$ cat src/rtl/gray_pkg.sv
// Shared Gray-code definitions: enable code, pipeline chunk partitioning and a
// combinational reference decoder.
package gray_pkg;

    localparam logic [2:0] EN_CODE = 3'b100;

    typedef struct packed {
        int   hi;
        int   lo;
        logic empty;
    } chunk_t;

    // Bit range resolved by stage k; an empty range reports hi = lo = 0.
    function automatic chunk_t chunk_bounds(input int width, input int stages, input int k);
        chunk_t r;
        int     c;
        c       = (width + stages - 1) / stages;
        r.hi    = width - 1 - k * c;
        r.lo    = width - (k + 1) * c;
        if (r.lo < 0) r.lo = 0;
        r.empty = (r.hi < 0);
        if (r.empty) begin
            r.hi = 0;
            r.lo = 0;
        end
        return r;
    endfunction

    // Each binary bit is the XOR of its Gray bit and every Gray bit above it.
    function automatic logic [63:0] gray_to_bin(input logic [63:0] g, input int unsigned width);
        logic [63:0] gm;
        logic [63:0] b;
        gm = g & ~({64{1'b1}} << width);
        b  = gm;
        for (int unsigned s = 1; s < width; s++) b = b ^ (gm >> s);
        return b;
    endfunction

endpackage

$ cat src/rtl/gray_to_bin_stage.sv
// One pipeline stage: valid flag plus a word whose upper bits are already
// binary and whose lower bits are still Gray; resolves NBITS bits below HI+1.
module gray_to_bin_stage #(
    parameter int WIDTH = 8,
    parameter int HI    = 7,
    parameter int NBITS = 4
) (
    input  logic             clk,
    input  logic             rst,
    input  logic             load,
    input  logic             drain,
    input  logic [WIDTH-1:0] up_data,
    output logic             valid,
    output logic [WIDTH-1:0] data
);

    logic [WIDTH:0]   ext;
    logic [WIDTH-1:0] resolved;

    // The extra zero bit on top makes the MSB carry-in uniform with the others.
    always_comb begin
        ext = {1'b0, up_data};
        for (int unsigned j = 0; j < NBITS; j++) begin
            ext[HI - j] = ext[HI - j] ^ ext[HI - j + 1];
        end
        resolved = ext[WIDTH-1:0];
    end

    always_ff @(posedge clk or posedge rst) begin
        if (rst) begin
            valid <= 1'b0;
            data  <= '0;
        end else if (load) begin
            valid <= 1'b1;
            data  <= resolved;
        end else if (drain) begin
            valid <= 1'b0;
        end
    end

endmodule

$ cat src/rtl/gray_to_bin_pipe.sv
// Pipelined Gray-to-binary decoder with valid/ready handshakes on both sides;
// latency STAGES cycles, one word per cycle, full back-pressure.
module gray_to_bin_pipe #(
    parameter int WIDTH  = 8,
    parameter int STAGES = 2
) (
    input  logic             clk_i,
    input  logic             rst_i,
    input  logic [2:0]       en_i,
    input  logic             valid_i,
    output logic             ready_o,
    input  logic [WIDTH-1:0] data_i,
    output logic             valid_o,
    input  logic             ready_i,
    output logic [WIDTH-1:0] data_o
);

    import gray_pkg::*;

    logic             en_ok;
    logic [STAGES-1:0] stage_vld;
    logic [STAGES:0]   stage_rdy;
    logic [WIDTH-1:0]  stage_data [STAGES];
    logic              acc;

    assign en_ok   = (en_i == EN_CODE);
    assign ready_o = !rst_i && en_ok && stage_rdy[0];
    assign valid_o = stage_vld[STAGES-1];
    assign data_o  = stage_data[STAGES-1];

    // Stage k can take a word if any stage from k onward is empty or the sink
    // is ready; flattened from the recursive form to keep one evaluation pass.
    always_comb begin
        stage_rdy         = '0;
        acc               = 1'b0;
        stage_rdy[STAGES] = ready_i;
        for (int unsigned k = 0; k < STAGES; k++) begin
            acc = ready_i;
            for (int unsigned j = k; j < STAGES; j++) acc = acc || !stage_vld[j];
            stage_rdy[k] = acc;
        end
    end

    for (genvar k = 0; k < STAGES; k++) begin : g_stage
        localparam chunk_t BND = chunk_bounds(WIDTH, STAGES, k);

        logic             load;
        logic [WIDTH-1:0] up_data;

        if (k == 0) begin : g_first
            assign load    = valid_i && ready_o;
            assign up_data = data_i;
        end else begin : g_next
            assign load    = stage_vld[k-1] && stage_rdy[k];
            assign up_data = stage_data[k-1];
        end

        gray_to_bin_stage #(
            .WIDTH (WIDTH),
            .HI    (BND.hi),
            .NBITS (BND.empty ? 0 : BND.hi - BND.lo + 1)
        ) u_stage (
            .clk     (clk_i),
            .rst     (rst_i),
            .load    (load),
            .drain   (stage_rdy[k+1]),
            .up_data (up_data),
            .valid   (stage_vld[k]),
            .data    (stage_data[k])
        );
    end

endmodule

$ cat config.mk
export PLATFORM = sky130hd
export DESIGN_NAME = gray_to_bin_pipe
export DESIGN_NICKNAME = d
export VERILOG_FILES = /design/src/rtl/gray_pkg.sv /design/src/rtl/gray_to_bin_stage.sv /design/src/rtl/gray_to_bin_pipe.sv
export SDC_FILE = /design/constraint.sdc
export NUM_CORES = 1
export LEC_CHECK = 0
export ABC_CLOCK_PERIOD_IN_PS = 2029
export CORE_MARGIN = 5
export CORE_UTILIZATION = 51
export CTS_BUF_LIST = sky130_fd_sc_hd__clkbuf_8
export CTS_CLUSTER_DIAMETER = 40
export DETAILED_ROUTE_END_ITERATION = 10
export HOLD_SLACK_MARGIN = 0.1
export PLACE_DENSITY = 0.86
export SETUP_SLACK_MARGIN = 0.02
export SKIP_CTS_REPAIR_TIMING = 1
export SLEW_MARGIN = 40
export SYNTH_ARGS = -nofsm -noshare
export SYNTH_HDL_FRONTEND = slang
export SYNTH_SLANG_ARGS = --single-unit
$ cat constraint.sdc
create_clock -name clk_i -period 2.03 [get_ports clk_i]
set_input_delay 0.203 -clock clk_i [delete_from_list [all_inputs] [get_ports clk_i]]
set_output_delay 0.203 -clock clk_i [all_outputs]
set_load 0.02 [all_outputs]
# == Yosys cells after proc, flatten, opt, wreduce, memory -nomap -nowiden ==
# Index checks and enable logic that the tools add are counted.
# totals
ff_bits,18
wordCells,28
in_bits,15
output_inout_bits,10
# classes
bitwise_logic,7
eq_ne,1
n_mux,4
n_reduce_logical,12
# ops
operator,n
$xor 1x1->1,7
$logic_and 1x1->1,4
$mux 1,4
$reduce_bool 2->1,2
$eq 3x3->1 const B,1
$logic_not 1->1,3
$logic_or 1x1->1,3

# == Longest topological paths before layout ==
# Gate-level depths: netlist of run 1.
# depth
ltp_word,6
depth_mapped,3
ltp_nobuf,3

# == By module ==
# A second synthesis of run 1 with hierarchy kept.
# unflattened
hier_cells,61
area_unflattened_um2,827.0
# modules_own_cells
mod,cells_per_inst,seq_area_each_um2,n_inst,area_per_inst_um2
gray_to_bin_stage (g_stage[1].u_stage),27,225.2,1,399.1
gray_to_bin_stage (g_stage[0].u_stage),27,225.2,1,376.6
gray_to_bin_pipe,7,0.0,1,51.3

# == Least setup slack after synthesis of run 1 ==
# No wires, ideal clock.
# synth_timing
kind,register to register
startpoint,reg g_stage[0].u_stage.data[4]
endpoint,reg g_stage[1].u_stage.data[1]
setup_ns,0.125
path_stages_with_launch,4
setup_slack_ns,0.691
t_arrival_ns,1.215
path_buffers,0
synth_period_minus_slack_ns,1.339
required_time_ns,1.905
cell_sequence,dfrtp_1 xor3_2 xor2_1 mux2_2
# synth_between
elab_chain_len,3
# synth_lines
item,line_no,source
from (decl),gray_to_bin_stage.sv:14,output logic [WIDTH-1:0] data
from (signal assigned),gray_to_bin_stage.sv:35,data <= resolved;
$xor 1x1->1 (3 in series),gray_to_bin_stage.sv:24,ext[HI - j] = ext[HI - j] ^ ext[HI - j + 1];
to (signal assigned),gray_to_bin_stage.sv:35,
to (decl),gray_to_bin_stage.sv:14,
# No other way between the ends.
# A chain may end at the register's enable or synchronous reset.

# == Final worst setup path of run 1 ==
# layout_timing
startpoint,in rst_i
endpoint,out ready_o
# layout_between
elab_chain_len,3
# layout_lines
item,line_no,source
from (decl),gray_to_bin_pipe.sv:8,"input logic rst_i,"
$logic_not 1->1 (no source line),n/a,
$logic_and 1x1->1 (2 in series),gray_to_bin_pipe.sv:27,assign ready_o = !rst_i && en_ok && stage_rdy[0];
to (decl),gray_to_bin_pipe.sv:11,"output logic ready_o,"
# No other way between the ends.

==> results of run 1 <==
-- where the power goes --
part | switching (uW) | internal (uW)
Sequential | 61.2 | 467
Combinational | 192 | 293
Clock | 111 | 172
-- per-stage QoR --
step	instance area [sq um]	setup slack, ns	util (%)
floorplan	823	0.691	-
global placement	1090	0.138	71.6
detailed placement	1090	0.101	71.6
CTS	1150	0.0928	75.2
global route	1150	0.0587	75.2
finish	1150	0.109	75.2
-- final cells by class --
class	count	area (sq um)	share of cell area (%)
Clock buffer	4	55.1	4.80
Tap cell	16	20.0	1.75
Timing Repair Buffer	25	248	21.6
Multi-Input combinational cell	32	362	31.6
Inverter	3	11.3	0.983
Sequential cell	18	450	39.3
-- registers in the layout, indices dropped and copies added (netlist names) --
| register | cells |
|---|---|
| g_stage.u_stage.data | 16 |
| g_stage.u_stage.valid | 2 |
-- cell usage after synthesis, drive strengths merged --
library cell   n  area share (%)
and2           1            0.76
dfrtp         18              55
inv            3             1.4
mux2          14              19
mux2i          2             2.4
nand2          3             1.4
nand2b         2             1.5
nand3          1             2.1
nand3b         1            0.91
nor4b          1             2.9
xnor2          2             2.1
xnor3          2             5.5
xor2           2             2.1
xor3           1             3.0
-- metal layers --
layer,vias up,part of all wire [%]
met5,-,0
met4,0,0.46
met3,2,3.5
met2,12,53
met1,235,43
li1,239,-
-- kinds of logic after synthesis --
kind of cell | synth area share, %
xor gates and xnor gates | 12.8
buffers and inverters | 1.37
DFF | 54.7
muxes | 21.6
and+or+nand+nor | 9.58
-- how the worst max path moves through the flow --
stage | end | slack, ns
floorplan | g_stage[1].u_stage.data[1]$_DFFE_PP0P_ | 0.69
global placement | ready_o | 0.14
detailed placement | ready_o | 0.10
CTS | ready_o | 0.09
global route | ready_o | 0.06
finish | ready_o | 0.11
==> qor.tcl, run 1 <==
set qor(cts-root-to-sink-buffers) 2
set qor(grt_pass1_vias) 570
set qor(numPlacedInstances) 94
set qor(ys_seq_area_share_pct) 54.7
set qor(die_w_um) 50.2
set qor(design.final.nets) 98
set qor(crit_buf_inv) 2
set qor(slew-limit-headroom_pct) 57.2
set qor(cts.root.buffer_cell) {clkbuf_8}
set qor(critical_path.endpoint_type) {output port}
set qor(rsz_0062_raised_after_global_routing) {no}
set qor(drv_cap) 0
set qor(synth-warning-count) 0
set qor(most_frequent_standard_cell_in_the_layout_excluding_fill_and_tap_cells) {clkdlybuf4s50_1}
set qor(synth.net_count) 68
set qor(post_synthesis_instance_area_sq_um) 823
set qor(worst_setup_path_start_kind) {input pin}
set qor(worst_clock_skew_ns) 0.000889
set qor(grt.met1_usage_pct) 16.4
set qor(floorplan.initialDensity_pct) 54.0
set qor(htree_levels) 1
set qor(max_fo_critical_path) 2
set qor(timing.setup.critical_path_class) {input pin to output port}
set qor(cells_along_the_critical_path) {clkdlybuf4s50_1 -> nor4b_4 -> and2_1 -> clkdlybuf4s50_1}
set qor(mostFrequentLayoutCells) {clkdlybuf4s50_1 (24), dfrtp_1 (18), mux2_2 (14)}
set qor(finalCriticalPeriod_ns) 1.92
set qor(finalMaxSlewViolations) 0
set qor(tightest_slew_ns) 0.641
set qor(pwr_density_cell_mw_per_mm2) 1130
set qor(detailed_route_via_count) 488
set qor(max_freq_mhz) 521
set qor(ant_nets) 0
set qor(total_grt_overflow) 0
set qor(clk_transition_reported_paths_ns) 0.06
set qor(yosys_register_bits) 18
set qor(floorplan.rows) 14
set qor(filler_cell_count) 105
set qor(detail_route.vias_per_cell) 4.98
set qor(max_stage_delay_ns) 0.61
set qor(area_of_the_die_sq_mm) 0.00252
set qor(detail_route.iter0.violations) 1
set qor(gr-max-usage-layer) {met2}
set qor(crit_path_frequent_cell) {clkdlybuf4s50_1}
set qor(drt-pass1-iter-count) 2
set qor(clock_sinks) 18
set qor(rr_endpoint) {g_stage[1].u_stage.data[1]$_DFFE_PP0P_}
set qor(met3_usage_pct) 2.66
set qor(final-hold-violation-count) 0
set qor(path_depth) 4
set qor(instances_no_fill) 98
set qor(fin_total_pwr_uw) 1300
set qor(drt_wl_total_mm) 1.32
set qor(final_period_utilization_pct) 94.6
set qor(worst_ep_required_time_ns) 1.83
set qor(syn-instance-count) 53
set qor(tns_ns) 0
set qor(power.ir.vdd_worst_uv) 771
set qor(port_buffers) 24
set qor(routedWlPerCell_um) 13.4
set qor(hold_class) {input pin to async pin}
set qor(route.detailed.drc) 0
set qor(grt_util_all_layers_pct) 12.8
set qor(gr_met2_demand_resource_pct) 20.9
set qor(tritoncts_clock_tree) {built}
set qor(cp_top_family) {buffers and inverters}
set qor(grt_first_pass_wirelength_mm) 2.50
set qor(timing.reg2reg.setup_slack_ns) 0.62
set qor(num_io_pins) 25
set qor(timing.critical_path.arrival_ns) 1.72
set qor(gp_congestion) 0.690
set qor(timing_startpoint_of_the_critical_path) {rst_i}
set qor(final_layout_size_suffix_gt1_share_pct) 26.8
set qor(place.detailed.hpwl_mm) 1.05
set qor(worst-r2r-cell-count) 3
set qor(yosys.cell_types.count) 14
set qor(floorplan.die.height_um) 50.2
set qor(whs_ns) 0.424
set qor(syn_to_final_growth_pct) 39.2
set qor(run_status) {complete, no violations}
set qor(syn_area_per_cell_sq_um) 15.5
set qor(clk_latency_ns) 0.25
set qor(timing.rr.start) {g_stage[0].u_stage.data[4]$_DFFE_PP0P_}
set qor(antenna_found_initial) 0
set qor(antenna_cells_inserted) 0
set qor(core_sq_mm) 0.00152
set qor(setup_viol_count_final) 0
set qor(grt_max_degree) 19
set qor(critical_path.slowest_cell) {clkdlybuf4s50_1}
set qor(power_leakage_uw) 0.000541
set qor(cts_buffers) 3
(Power assumes the default switching activity.)
==> inputs of run 2 (changes only) <==
--- a/config.mk
+++ b/config.mk
@@ -5,14 +5,13 @@
 export SDC_FILE = /design/constraint.sdc
 export NUM_CORES = 1
 export LEC_CHECK = 0
-export ABC_CLOCK_PERIOD_IN_PS = 2029
+export ABC_CLOCK_PERIOD_IN_PS = 2150
 export CORE_MARGIN = 5
-export CORE_UTILIZATION = 51
+export CORE_UTILIZATION = 47
 export CTS_BUF_LIST = sky130_fd_sc_hd__clkbuf_8
-export CTS_CLUSTER_DIAMETER = 40
 export DETAILED_ROUTE_END_ITERATION = 10
 export HOLD_SLACK_MARGIN = 0.1
-export PLACE_DENSITY = 0.86
+export PLACE_DENSITY = 0.8
 export SETUP_SLACK_MARGIN = 0.02
 export SKIP_CTS_REPAIR_TIMING = 1
 export SLEW_MARGIN = 40
==> constraint.sdc (replaced) <==
create_clock -name clk_i -period 2.15 [get_ports clk_i]
set_input_delay 0.215 -clock clk_i [delete_from_list [all_inputs] [get_ports clk_i]]
set_output_delay 0.215 -clock clk_i [all_outputs]
set_load 0.02 [all_outputs]
==> run 2 against run 1 <==
- wire length is 4.2% higher
- via count increased by 0.20%
- setup slack better by 0.096 ns
- sequential power down 4.9%
- critical path depth is the same
- clock skew is essentially flat
- non-clock buffer count did not move
- cell count unchanged
- sequential share of layout area is 0.43 points higher
- global-route usage down 0.76 points
- design area is 1.1% lower
- first-iteration DRC count grew to 3.0 times the previous value
- critical endpoint unchanged
==> qor.tcl, run 2 (same netlist as run 1, synthesis figures left out) <==
set qor(run_status) {complete, no violations}
set qor(total_grt_overflow) 0
set qor(detail_route.iter0.violations) 3
set qor(worst_setup_path_start_kind) {input pin}
set qor(gp_congestion) 0.682
set qor(pwr_density_cell_mw_per_mm2) 1040
set qor(final_layout_size_suffix_gt1_share_pct) 25.9
set qor(cts_buffers) 3
set qor(detail_route.vias_per_cell) 4.99
set qor(largest-register) {g_stage.u_stage.data}
set qor(finalMaxSlewViolations) 0
set qor(clock_sinks) 18
set qor(cell_internal_pwr_uw) 842
set qor(final-hold-violation-count) 0
set qor(grt_util_all_layers_pct) 12.0
set qor(design.final.nets) 98
set qor(critical_path.endpoint_type) {output port}
set qor(num_io_pins) 25
set qor(max_freq_mhz) 514
set qor(slew-limit-headroom_pct) 56.4
set qor(timing.setup.critical_path_class) {input pin to output port}
set qor(area_of_the_die_sq_mm) 0.00269
set qor(timing.rr.start) {g_stage[0].u_stage.data[4]$_DFFE_PP0P_}
set qor(tritoncts_clock_tree) {built}
set qor(htree_levels) 1
set qor(cts.root.buffer_cell) {clkbuf_8}
set qor(clk_transition_reported_paths_ns) 0.06
set qor(worst-r2r-cell-count) 3
set qor(mostFrequentLayoutCells) {clkdlybuf4s50_1 (24), dfrtp_1 (18), mux2_2 (14)}
set qor(netSwitchingPower_uw) 341
set qor(tns_ns) 0
set qor(power_leakage_uw) 0.000534
set qor(max_fo_critical_path) 2
set qor(rsz_0062_raised_after_global_routing) {no}
set qor(routedWlPerCell_um) 14.0
set qor(floorplan.die.height_um) 51.9
set qor(drv_cap) 0
set qor(most_frequent_standard_cell_in_the_layout_excluding_fill_and_tap_cells) {clkdlybuf4s50_1}
set qor(placedInstanceArea_sq_mm) 0.00109
set qor(antenna_found_initial) 0
set qor(place.detailed.hpwl_mm) 1.07
set qor(grt_first_pass_wirelength_mm) 2.35
set qor(worst_clock_skew_ns) 0.00122
set qor(rr_endpoint) {g_stage[1].u_stage.data[1]$_DFFE_PP0P_}
set qor(floorplan.rows) 15
set qor(grt_pass1_vias) 568
set qor(largestRegisters) {g_stage.u_stage.data (16), g_stage.u_stage.valid (2)}
set qor(grt_max_degree) 19
set qor(core_sq_mm) 0.00169
set qor(worst_ep_required_time_ns) 1.93
set qor(ant_nets) 0
set qor(power.ir.vdd_worst_uv) 829
set qor(drt-pass1-iter-count) 2
set qor(final_cell_area_sq_mm) 0.00113
set qor(largest_reg_flops) 16
set qor(share_clk_of_total_power_pct) 18.9
set qor(hold_class) {input pin to async pin}
set qor(drt_wl_total_mm) 1.37
set qor(die_w_um) 51.9
set qor(power.share.combinational_pct) 38.7
set qor(timing.reg2reg.setup_slack_ns) 0.73
set qor(final_period_utilization_pct) 90.4
set qor(floorplan.initialDensity_pct) 48.7
set qor(port_buffers) 24
set qor(route.detailed.drc) 0
set qor(syn_to_final_growth_pct) 37.7
set qor(sequential_fraction_of_design_power_pct) 42.4
set qor(timing.critical_path.arrival_ns) 1.73
set qor(setup_viol_count_final) 0
set qor(tightest_slew_ns) 0.653
set qor(finalCriticalPeriod_ns) 1.94
set qor(antenna_cells_inserted) 0
set qor(sw_frac_of_total_pct) 28.8
set qor(clk_latency_ns) 0.24
set qor(detailed_route_via_count) 489
set qor(cts-root-to-sink-buffers) 2
run 2: cell types whose count changed in the layout (fill, tap and decap cells not counted):
cell,change
clkbuf_8,-1
run 2: worst max-delay path by stage:
stage,startpoint,to,slack (ns),depth (start not counted)
after global routing,rst_i,ready_o,0.13,4
after floorplan,g_stage[0].u_stage.data[4]$_DFFE_PP0P_,g_stage[1].u_stage.data[1]$_DFFE_PP0P_,0.81,3
after CTS,rst_i,ready_o,0.19,4
final,rst_i,ready_o,0.21,4
after detailed placement,rst_i,ready_o,0.19,4
after global placement,rst_i,ready_o,0.23,4
run 2: cell type report:
class,instances,area [sq um]
clock buffer,3,41.3
timing repair buffer,25,248
fill,130,556
tap,17,21.3
inverter,3,11.3
multi-input combinational,32,362
sequential,18,450
run 2: power groups by stage:
stage	Combinational, uW	Sequential (uW)	Clock [uW]
6_report	458	502	224
5_1_grt	487	519	247
4_1_cts	465	504	229
3_5_place_dp	463	511	0
3_3_place_gp	455	502	0
2_1_floorplan	199	577	0
run 2: layer usage:
layer | part of all wire, % | GRT usage [%]
met1 | 40 | 12.2
met2 | 54 | 22.2
met3 | 5.1 | 4.58
met4 | 0 | 3.93
met5 | 0 | 0
run 2: critical path, cell delays in order:
cell             delay [ns]
clkdlybuf4s50_1        0.45
nor4b_4                0.31
and2_1                 0.16
clkdlybuf4s50_1        0.59
run 2: stage by stage:
step | instances | worst slack (ns) | utilization, % | total power [uW] | hold slack [ns]
floorplan | 53 | 0.811 | - | 776 | 0.154
global placement | 95 | 0.227 | 64.7 | 956 | 0.474
detailed placement | 95 | 0.195 | 64.7 | 973 | 0.479
CTS | 98 | 0.195 | 67.1 | 1200 | 0.474
global route | 98 | 0.130 | 67.1 | 1250 | 0.510
finish | 98 | 0.206 | 67.1 | 1180 | 0.445
==> inputs of run 3 (changes only) <==
--- a/config.mk
+++ b/config.mk
@@ -9,6 +9,7 @@
 export CORE_MARGIN = 5
 export CORE_UTILIZATION = 47
 export CTS_BUF_LIST = sky130_fd_sc_hd__clkbuf_8
+export CTS_CLUSTER_DIAMETER = 200
 export DETAILED_ROUTE_END_ITERATION = 10
 export HOLD_SLACK_MARGIN = 0.1
 export PLACE_DENSITY = 0.8
==> results of run 3 <==
Same layout as run 2: the final DEF is identical, and so are final timing and power.
